==> config.mk <==
export PLATFORM = sky130hd
export DESIGN_NAME = main_fsm
export DESIGN_NICKNAME = d
export VERILOG_FILES = /design/src/rtl/main_fsm_pkg.sv /design/src/rtl/flopr.sv /design/src/rtl/main_fsm.sv
export SDC_FILE = /design/constraint.sdc
export NUM_CORES = 1
export LEC_CHECK = 0
export ABC_AREA = 1
export BUFFER_PORTS_ARGS = -buffer_cell sky130_fd_sc_hd__buf_2
export CORE_AREA = 2 2 60 77
export CTS_BUF_LIST = sky130_fd_sc_hd__clkbuf_4
export DETAILED_ROUTE_END_ITERATION = 10
export DIE_AREA = 0 0 62 79
export HOLD_SLACK_MARGIN = 0.02
export PLACE_DENSITY = 0.82
export REMOVE_ABC_BUFFERS = 1
export SLEW_MARGIN = 5
export SYNTH_ARGS = -nofsm -noshare
export SYNTH_HDL_FRONTEND = slang
export SYNTH_SLANG_ARGS = --single-unit
==> constraint.sdc <==
create_clock -name clk -period 3.98 [get_ports clk]
set_input_delay 0.398 -clock clk [delete_from_list [all_inputs] [get_ports clk]]
set_output_delay 0.398 -clock clk [all_outputs]
set_load 0.02 [all_outputs]
==> src/rtl/main_fsm_pkg.sv <==
// Shared encodings for the multicycle control FSM: state codes, Op classes,
// operand/result select values and the control-word layout.
package main_fsm_pkg;

    localparam int unsigned STATE_W = 4;
    localparam int unsigned CNT_W   = 32;

    typedef enum logic [STATE_W-1:0] {
        S_FETCH    = 4'd0,
        S_DECODE   = 4'd1,
        S_MEMADR   = 4'd2,
        S_MEMRD    = 4'd3,
        S_MEMWB    = 4'd4,
        S_MEMWR    = 4'd5,
        S_EXECUTER = 4'd6,
        S_EXECUTEI = 4'd7,
        S_ALUWB    = 4'd8,
        S_BRANCH   = 4'd9,
        S_UNKNOWN  = 4'd10
    } state_t;

    localparam logic [1:0] OP_DP  = 2'b00;
    localparam logic [1:0] OP_MEM = 2'b01;
    localparam logic [1:0] OP_BR  = 2'b10;

    localparam logic [1:0] SRCB_REG  = 2'b00;
    localparam logic [1:0] SRCB_EXT  = 2'b01;
    localparam logic [1:0] SRCB_FOUR = 2'b10;

    localparam logic [1:0] RES_ALUOUT = 2'b00;
    localparam logic [1:0] RES_DATA   = 2'b01;
    localparam logic [1:0] RES_ALURES = 2'b10;

    // Moore control word decoded from the current state.
    typedef struct packed {
        logic       ir_write;
        logic       adr_src;
        logic       alu_src_a;
        logic [1:0] alu_src_b;
        logic [1:0] result_src;
        logic       alu_op;
        logic       next_pc;
        logic       reg_w;
        logic       mem_w;
        logic       branch;
        logic       retire;
    } ctrl_t;

endpackage

==> src/rtl/flopr.sv <==
// Resettable register with synchronous active-high reset to zero.
module flopr #(
    parameter int unsigned WIDTH = 8
) (
    input  logic             clk,
    input  logic             reset,
    input  logic [WIDTH-1:0] d,
    output logic [WIDTH-1:0] q
);

    always_ff @(posedge clk) begin
        if (reset) q <= '0;
        else       q <= d;
    end

endmodule

==> src/rtl/main_fsm.sv <==
// Multicycle processor main controller: Moore FSM driving datapath selects,
// plus a free-running retired-instruction counter.
module main_fsm
    import main_fsm_pkg::*;
(
    input  logic         clk,
    input  logic         reset,
    input  logic [1:0]   Op,
    input  logic [5:0]   Funct,
    output logic         IRWrite,
    output logic         AdrSrc,
    output logic         ALUSrcA,
    output logic [1:0]   ALUSrcB,
    output logic [1:0]   ResultSrc,
    output logic         ALUOp,
    output logic         NextPC,
    output logic         RegW,
    output logic         MemW,
    output logic         Branch,
    output logic         Retire,
    output logic [31:0]  InstrCount,
    output logic [3:0]   StateOut
);

    logic [STATE_W-1:0] state_q;
    logic [STATE_W-1:0] state_d;
    logic [CNT_W-1:0]   count_q;
    logic [CNT_W-1:0]   count_d;
    ctrl_t              ctrl;
    logic               unused_funct;

    assign unused_funct = ^Funct[4:1];

    flopr #(.WIDTH(STATE_W)) u_state_reg (
        .clk   (clk),
        .reset (reset),
        .d     (state_d),
        .q     (state_q)
    );

    // Next state and Moore outputs; Op/Funct only consulted in DECODE and MEMADR.
    always_comb begin
        state_d = S_FETCH;
        ctrl    = '0;
        case (state_q)
            S_FETCH: begin
                state_d         = S_DECODE;
                ctrl.ir_write   = 1'b1;
                ctrl.alu_src_a  = 1'b1;
                ctrl.alu_src_b  = SRCB_FOUR;
                ctrl.result_src = RES_ALURES;
                ctrl.next_pc    = 1'b1;
            end
            S_DECODE: begin
                ctrl.alu_src_a  = 1'b1;
                ctrl.alu_src_b  = SRCB_FOUR;
                ctrl.result_src = RES_ALURES;
                case (Op)
                    OP_MEM:  state_d = S_MEMADR;
                    OP_DP:   state_d = Funct[5] ? S_EXECUTEI : S_EXECUTER;
                    OP_BR:   state_d = S_BRANCH;
                    default: state_d = S_UNKNOWN;
                endcase
            end
            S_MEMADR: begin
                state_d        = Funct[0] ? S_MEMRD : S_MEMWR;
                ctrl.alu_src_b = SRCB_EXT;
            end
            S_MEMRD: begin
                state_d      = S_MEMWB;
                ctrl.adr_src = 1'b1;
            end
            S_MEMWB: begin
                ctrl.result_src = RES_DATA;
                ctrl.reg_w      = 1'b1;
                ctrl.retire     = 1'b1;
            end
            S_MEMWR: begin
                ctrl.adr_src = 1'b1;
                ctrl.mem_w   = 1'b1;
                ctrl.retire  = 1'b1;
            end
            S_EXECUTER: begin
                state_d        = S_ALUWB;
                ctrl.alu_src_b = SRCB_REG;
                ctrl.alu_op    = 1'b1;
            end
            S_EXECUTEI: begin
                state_d        = S_ALUWB;
                ctrl.alu_src_b = SRCB_EXT;
                ctrl.alu_op    = 1'b1;
            end
            S_ALUWB: begin
                ctrl.result_src = RES_ALUOUT;
                ctrl.reg_w      = 1'b1;
                ctrl.retire     = 1'b1;
            end
            S_BRANCH: begin
                ctrl.alu_src_b  = SRCB_EXT;
                ctrl.result_src = RES_ALURES;
                ctrl.branch     = 1'b1;
                ctrl.retire     = 1'b1;
            end
            S_UNKNOWN: begin
                ctrl.retire = 1'b1;
            end
            default: begin
                state_d = S_FETCH;
            end
        endcase
        count_d = count_q + CNT_W'(ctrl.retire);
    end

    // Retired-instruction counter; wraps silently.
    always_ff @(posedge clk) begin
        if (reset) count_q <= '0;
        else       count_q <= count_d;
    end

    assign IRWrite    = ctrl.ir_write;
    assign AdrSrc     = ctrl.adr_src;
    assign ALUSrcA    = ctrl.alu_src_a;
    assign ALUSrcB    = ctrl.alu_src_b;
    assign ResultSrc  = ctrl.result_src;
    assign ALUOp      = ctrl.alu_op;
    assign NextPC     = ctrl.next_pc;
    assign RegW       = ctrl.reg_w;
    assign MemW       = ctrl.mem_w;
    assign Branch     = ctrl.branch;
    assign Retire     = ctrl.retire;
    assign InstrCount = count_q;
    assign StateOut   = state_q;

endmodule
==> flow_summary.yaml, run 1 <==
run_status:
  outcome: "complete, no violations"
timing:
  max_freq_ghz: 0.4717
  final.hold.worst_slack_ps: 328.2
  setup_total_negative_slack_ps: 0
  worst-slew-pin-transition_ps: 526.2
  timing.final.max_slew_violations: 0
  final_hold_violation_count: 0
  grt_setup_unrepaired: "false"
  report.final.setup_viol: 0
  skew_ps: 15.31
  layout_worst_path_cycle_share_pct: 53.26
  finalWorstPathRequiredPeriod_ps: 2120
  max_slew_margin_pct: 64.88
power_and_ir_drop:
  power.share.sequential_pct: 51.0
  intPower_mw: 0.5320
  swShare_pct: 26.84
  power_switching_mw: 0.1951
  p_leak_nw: 1.057
  peakVddDrop_mv: 0.1863
  pwr-share-comb_pct: 12.6
  p_per_area_nw_per_um2: 296.4
  p_clk_share_pct: 36.4
clocking:
  clkTransAtPathRegs_ps: 110
  cts_tree: "yes"
  cts_inserted_buffers: 5
  cts-root-to-sink-buffers: 2
  post_cts.resized_instances: 0
  post_cts.repair.setup_buffers: 0
  cts_hold_buffers: 0
  cts.sinks: 36
  cts.htree.levels: 2
  cts_root_buffer: "clkbuf_4"
  worstSkewPairLatency_ps: 350
synth:
  netlist-cell-type-count: 23
  synth.cell_area_um2: 2059
  netlist.area_leader.share_pct: 34.99
  syn-instance-count: 321
  synth.avg_cell_area_um2: 6.416
  synth_top_cell_by_area: "dfxtp_1"
  synth_seq_cells: 36
  ys_warn_count: 0
  synth_top_cells_by_area: "dfxtp_1, nand2_1, nor2_1, inv_1, a21oi_1"
  yosysSeqAreaShare_pct: 34.99
detailed_routing:
  drtPass1Iterations: 4
  overall_via_count_from_detail_route: 2112
  vias_per_cell: 4.833
  drcViolationCount: 0
  drt_wl_total_um: 4796
  postRouteAntennaNets: 0
  wl_per_cell_um: 10.97
  detail_route.iter0.violations: 98
floorplanning:
  floorplan.die_area_um2: 4898
  core_area_um2: 4223
  io-pin-count: 59
  num_rows: 27
  die_h_um: 79
  initial_util_pct: 48.77
  die_w_um: 62
worst_setup_path:
  crit_path_cell_trace: "inv_1, nor2_1, inv_1, o21ai_0, ha_1, ha_1, nand2_2, nor2_8, nand2_4, nor2_1, nand3_1, nand2_1, nor2_1"
  worst_setup_path_end_kind: "flip-flop"
  worst_path_max_delay_cell: "dfxtp_1"
  worst-r2r-cell-count: 13
  cp_max_fo: 7
  worst_setup_path_start_kind: "flip-flop"
  cp_top_family: "simple AND/OR/NAND/NOR gates"
  critical-path-max-stage-delay_ps: 360
  path_length_in_cells_of_the_critical_path: 13
  critical_path_required_ps: 4240
  criticalPathCategory: "flip-flop to flip-flop"
  reg2reg_setup_slack_ps: 1860
  worst_ep_arrival_time_ps: 2380
  crit_path_frequent_cell: "nor2_1"
  cp.buffers_inverters: 2
placed_design:
  io_buffers: 54
  detailedPlacementHpwl_um: 3791
  global_placement_routability_congestion: 0.9111
global_route:
  grt_start_max_net_pins: 22
  grt_antenna_before_repair: 0
  grt_pass1_vias: 1942
  grt_use_total_pct: 21.39
  congestion_overflow_gr: 0
  grt_pass1_wl_um: 8093
cells_and_area:
  antenna-diode-count: 0
  synthToLayoutAreaGrowth_pct: 19.14
  fin_nets: 390
  fillCellCount: 425
  final_layout_size_suffix_gt1_share_pct: 23.22
worst_hold_path:
  timing.hold.worst.class: "input pin to flip-flop"
  holdPathStages: 3
flow_run:
  drv.max_cap_violation_count: 0
==> cell type report <==
cell class                 instances  area [um^2]  share of cell area (%)
clock buffer                       6        45.04                   1.836
clock inverter                     2        35.03                   1.428
inverter                          39        146.4                   5.966
multi-input combinational        242         1164                   47.43
sequential                        36        720.7                   29.37
tap                               58        72.57                   2.958
timing repair buffer              54        270.3                   11.01
==> cells by family (layout without fill, tap and decap cells) <==
family | count (synthesis) | after routing | synth area share [%]
buffers and inverters | 43 | 101 | 8.506
and+or+nand+nor | 194 | 194 | 43.01
AOI/OAI and AO/OA | 42 | 42 | 10.57
adders and majority gates | 2 | 2 | 1.215
xor gates and xnor gates | 4 | 4 | 1.701
DFF | 36 | 36 | 34.99
==> final timing paths <==
check                    from               end
min                     Op[1]  u_state_reg.q[3]
max          u_state_reg.q[2]    InstrCount[22]
min reg2reg    InstrCount[31]    InstrCount[31]
max reg2reg  u_state_reg.q[2]    InstrCount[22]
==> per-layer routing <==
| metal | GRT usage, % | vias up | wire length [um] |
|---|---|---|---|
| li1 | - | 1110 | - |
| met1 | 24.80 | 924 | 2036 |
| met2 | 37.60 | 71 | 2364 |
| met3 | 5.375 | 7 | 300 |
| met4 | 5.532 | 0 | 94 |
| met5 | 0 | - | 0 |
==> metrics by stage <==
stage	instances	cell area, um^2	utilization [%]	setup slack (ps)	total power [mW]
5_1_grt	437	2454	58.10	1582	0.7591
4_1_cts	437	2454	58.10	1824	0.7357
6_report	437	2454	58.10	1860	0.7272
2_1_floorplan	317	2031	-	1485	0.4383
3_3_place_gp	429	2374	56.21	1896	0.4697
3_5_place_dp	429	2374	56.21	1849	0.4707
==> power groups by stage <==
| stage | clock network (mW) | logic [mW] | registers, mW |
|---|---|---|---|
| floorplan | 0 | 0.0535 | 0.385 |
| global placement | 0 | 0.0907 | 0.379 |
| detailed placement | 0 | 0.0916 | 0.379 |
| CTS | 0.273 | 0.0921 | 0.371 |
| global route | 0.284 | 0.103 | 0.372 |
| finish | 0.265 | 0.0918 | 0.371 |
==> state kept, by name, indices dropped and copies added (netlist names) <==
signal	flops
InstrCount	32
u_state_reg.q	4
==> placed cells by master, fill, tap and decap left out <==
cell type / netlist / routed
nor2_4: 8 / 8
clkbuf_4: 0 / 6
xor2_1: 2 / 2
nand3_1: 15 / 15
nor2_2: 5 / 5
nand2_1: 79 / 79
inv_1: 39 / 39
ha_1: 2 / 2
o21ai_0: 11 / 11
and2_1: 2 / 2
buf_2: 0 / 54
nor2_8: 1 / 1
bufinv_16: 0 / 1
o22ai_1: 2 / 2
nor3_1: 1 / 1
o21a_1: 2 / 2
nand3_2: 1 / 1
clkinv_2: 0 / 1
dfxtp_1: 36 / 36
a21oi_1: 27 / 27
xnor2_1: 2 / 2
nor2_1: 71 / 71
nand2_2: 9 / 9
nand2_4: 2 / 2
==> synth_stat cells <==
| library cell | count |
|---|---|
| nand2_1 | 79 |
| buf_4 | 1 |
| xnor2_1 | 2 |
| nand3_1 | 15 |
| nor2_1 | 71 |
| nor2_4 | 8 |
| nor3_1 | 1 |
| xor2_1 | 2 |
| nand2_2 | 9 |
| clkbuf_1 | 2 |
| inv_1 | 39 |
| clkbuf_8 | 1 |
| dfxtp_1 | 36 |
| o21ai_0 | 11 |
| ha_1 | 2 |
| o21a_1 | 2 |
| nor2_8 | 1 |
| and2_1 | 2 |
| o22ai_1 | 2 |
| nor2_2 | 5 |
| a21oi_1 | 27 |
| nand3_2 | 1 |
| nand2_4 | 2 |
==> worst reg2reg max path, delay by kind of cell (launching register included) <==
kind / cells / cell delay, ps
simple gates: 8 / 840
flops: 1 / 360
compound gates: 1 / 250
fa+ha+maj: 2 / 430
buf+inv: 2 / 170
Note: power is estimated with default switching activity, not from simulation.
==> run 2, diff against run 1 <==
--- a/config.mk
+++ b/config.mk
@@ -5,12 +5,12 @@
 export SDC_FILE = /design/constraint.sdc
 export NUM_CORES = 1
 export LEC_CHECK = 0
-export ABC_AREA = 1
+export ABC_AREA = 0
 export BUFFER_PORTS_ARGS = -buffer_cell sky130_fd_sc_hd__buf_2
-export CORE_AREA = 2 2 60 77
+export CORE_AREA = 2 2 59 75
 export CTS_BUF_LIST = sky130_fd_sc_hd__clkbuf_4
 export DETAILED_ROUTE_END_ITERATION = 10
-export DIE_AREA = 0 0 62 79
+export DIE_AREA = 0 0 61 77
 export HOLD_SLACK_MARGIN = 0.02
 export PLACE_DENSITY = 0.82
 export REMOVE_ABC_BUFFERS = 1
==> constraint.sdc (replaced) <==
create_clock -name clk -period 1.92 [get_ports clk]
set_input_delay 0.192 -clock clk [delete_from_list [all_inputs] [get_ports clk]]
set_output_delay 0.192 -clock clk [all_outputs]
set_load 0.02 [all_outputs]
==> flow_summary.yaml, run 2 <==
timing:
  report.final.setup_viol: 23
  finalWorstPathRequiredPeriod_ps: 2254
  postLayoutSetupSlackWorst_ps: -333.9
  max_freq_ghz: 0.4437
  worst-slew-pin-transition_ps: 408.4
  final.hold.worst_slack_ps: 110.1
  grt_setup_unrepaired: "true"
  skew_ps: 17.74
  timing.final.max_slew_violations: 0
  max_slew_margin_pct: 72.78
  final_hold_violation_count: 0
  layout_worst_path_cycle_share_pct: 117.4
detailed_routing:
  drt_wl_total_um: 5373
  overall_via_count_from_detail_route: 2022
  vias_per_cell: 5.406
  detail_route.iter0.violations: 118
  drcViolationCount: 0
  wl_per_cell_um: 14.37
  postRouteAntennaNets: 0
  drtPass1Iterations: 4
run_status:
  violations: "negative setup slack"
  outcome: "finished with violations"
worst_setup_path:
  criticalPathCategory: "flip-flop to flip-flop"
  worst_ep_arrival_time_ps: 2510
  cp_max_fo: 4
  worst_setup_path_end_kind: "flip-flop"
  cp_top_family: "simple AND/OR/NAND/NOR gates"
  worst_path_max_delay_cell: "dfxtp_4"
  critical-path-max-stage-delay_ps: 380
  critical_path_required_ps: 2180
  cp.buffers_inverters: 1
  worst_setup_path_start_kind: "flip-flop"
  reg2reg_setup_slack_ps: -330
  crit_path_cell_trace: "nand2b_4, and2_4, o22ai_4, ha_4, nand2_2, or3_4, buf_4, nor4_4, mux2_4"
placed_design:
  place_inst: 352
  global_placement_routability_congestion: 0.8076
  io_buffers: 54
  detailedPlacementHpwl_um: 3581
floorplanning:
  core_area_um2: 4001
  initial_util_pct: 45.22
  die_w_um: 61
  num_rows: 26
  die_h_um: 77
  io-pin-count: 59
  floorplan.die_area_um2: 4697
power_and_ir_drop:
  total_power_mw: 1.429
  pwr-share-comb_pct: 18.5
  swShare_pct: 29.93
  power_switching_mw: 0.4276
  intPower_mw: 1.001
  p_clk_share_pct: 27.3
  p_per_area_nw_per_um2: 525.9
  power.share.sequential_pct: 54.3
  peakVddDrop_mv: 0.3868
  p_leak_nw: 1.222
cells_and_area:
  finish.cell_count_without_fillers: 374
  layout_commonest_cell: "buf_2"
  most-common-layout-cells: "buf_2, buf_4, dfxtp_1"
  final_layout_size_suffix_gt1_share_pct: 44.03
  antenna-diode-count: 0
  fillCellCount: 329
  fin_nets: 329
  largest_reg_flops: 32
  synthToLayoutAreaGrowth_pct: 50.14
synth:
  synth.cell_area_um2: 1809
  synth.top_cells.by_count: "dfxtp_1, nor2_1, a21oi_1"
  synthFlopType: "dfxtp_1"
  synth_enable_flop_cells: 0
  synth-async-reset-ratio_pct: 0
  ys_warn_count: 0
  synth.avg_cell_area_um2: 8.261
  yosysSeqAreaShare_pct: 39.83
  cell_with_the_most_instances_after_synthesis: "dfxtp_1"
  synth_top_cells_by_area: "dfxtp_1, nor2_1, a21oi_1, o31ai_1, or4_1"
  netlist.area_leader.share_pct: 39.83
  syn-instance-count: 219
  netlist-cell-type-count: 38
  synth_seq_cells: 36
  synth_top_cell_by_area: "dfxtp_1"
global_route:
  grt_use_total_pct: 23.32
  grt_pass1_vias: 1925
  grt_start_max_net_pins: 22
  grt_antenna_before_repair: 0
  grt_pass1_wl_um: 8556
  congestion_overflow_gr: 0
clocking:
  cts-root-to-sink-buffers: 2
  cts_hold_buffers: 0
  cts_root_buffer: "clkbuf_4"
  clkTransAtPathRegs_ps: 120
  cts_tree: "yes"
  cts_inserted_buffers: 5
  cts.sinks: 36
  cts.htree.levels: 2
  worstSkewPairLatency_ps: 350
worst_hold_path:
  timing.hold.worst.class: "input pin to flip-flop"
flow_run:
  drv.max_cap_violation_count: 0
-- run 2: cell types whose count changed after synthesis, sizes merged, moves of 6 or more --
cell | before | now
inv | 39 | 7
nor2 | 85 | 23
or4 | 0 | 9
nand4 | 0 | 9
o31ai | 0 | 9
nor4 | 0 | 7
a21oi | 27 | 17
nand2 | 90 | 15
nor3 | 1 | 7
nand3 | 16 | 10
nor2b | 0 | 6
-- run 2: path summary, 6_finish.rpt --
kind | to | from | cells past startpoint
worst max-delay path | InstrCount[29] | u_state_reg.q[3] | 9
worst min-delay path | u_state_reg.q[1] | Funct[0] | 3
worst max register to register | InstrCount[29] | u_state_reg.q[3] | 9
worst min register to register | InstrCount[30] | InstrCount[30] | 2
-- run 2: worst reg2reg max path, delay by kind of cell, from the launching register on --
kind	cells	cell delay [ps]
AOI/OAI and AO/OA	1	150
adders and majority gates	1	200
buffers and inverters	1	160
DFF	1	380
muxes	1	320
and+or+nand+nor	5	950
-- run 2: power by group through the flow --
stage          sequential (mW)  combinational [mW]  clock (mW)
5_1_grt                  0.777               0.287       0.425
2_1_floorplan            0.813               0.103           0
3_3_place_gp             0.786               0.226           0
4_1_cts                  0.775               0.257       0.394
3_5_place_dp             0.786               0.230           0
6_report                 0.776               0.264       0.389
-- run 2: kinds of logic (layout without fill, tap and decap cells) --
group | count (synthesis) | count (layout) | share of synthesized area (%)
simple gates | 104 | 104 | 31.47
mux | 3 | 3 | 1.867
fa+ha+maj | 2 | 2 | 1.383
buf+inv | 20 | 119 | 5.187
flops | 36 | 36 | 39.83
xor+xnor | 13 | 13 | 6.293
compound gates | 41 | 41 | 13.97
-- run 2: layout make-up --
type                       count  area (um^2)  area share [%]
sequential                    36        725.7           26.72
clock inverter                 3        13.76          0.5067
timing repair buffer         104        660.6           24.32
clock buffer                   5        37.54           1.382
multi-input combinational    163         1182           43.53
inverter                       7        26.28          0.9673
tap                           56        70.07           2.579
-- run 2: what timing repair did --
item | CTS | global route
resized for setup | 36 | 4
gates cloned | 0 | 0
endpoints found under the setup margin | 25 | 26
pin swaps | 20 | 5
buffers inserted | 11 | 3
-- run 2: routing by layer --
metal	vias to the layer above	GRT usage (%)	wire [um]	part of all wire, %
li1	989	-	-	-
met1	947	24.71	2022	38
met2	74	43.33	2936	55
met3	12	5.565	312	5.8
met4	0	6.739	102	1.9
met5	-	0	0	0
-- run 2: stage by stage --
stage          cell area [um^2]  TNS (ps)  worst slack, ps  utilization (%)
2_1_floorplan              1742    -20750            -1020                -
3_3_place_gp               2352     -5915           -384.2            58.79
3_5_place_dp               2352     -8730           -543.1            58.79
4_1_cts                    2665     -4452           -290.0            66.60
5_1_grt                    2716     -7382           -426.9            67.89
6_report                   2716     -5578           -333.9            67.89
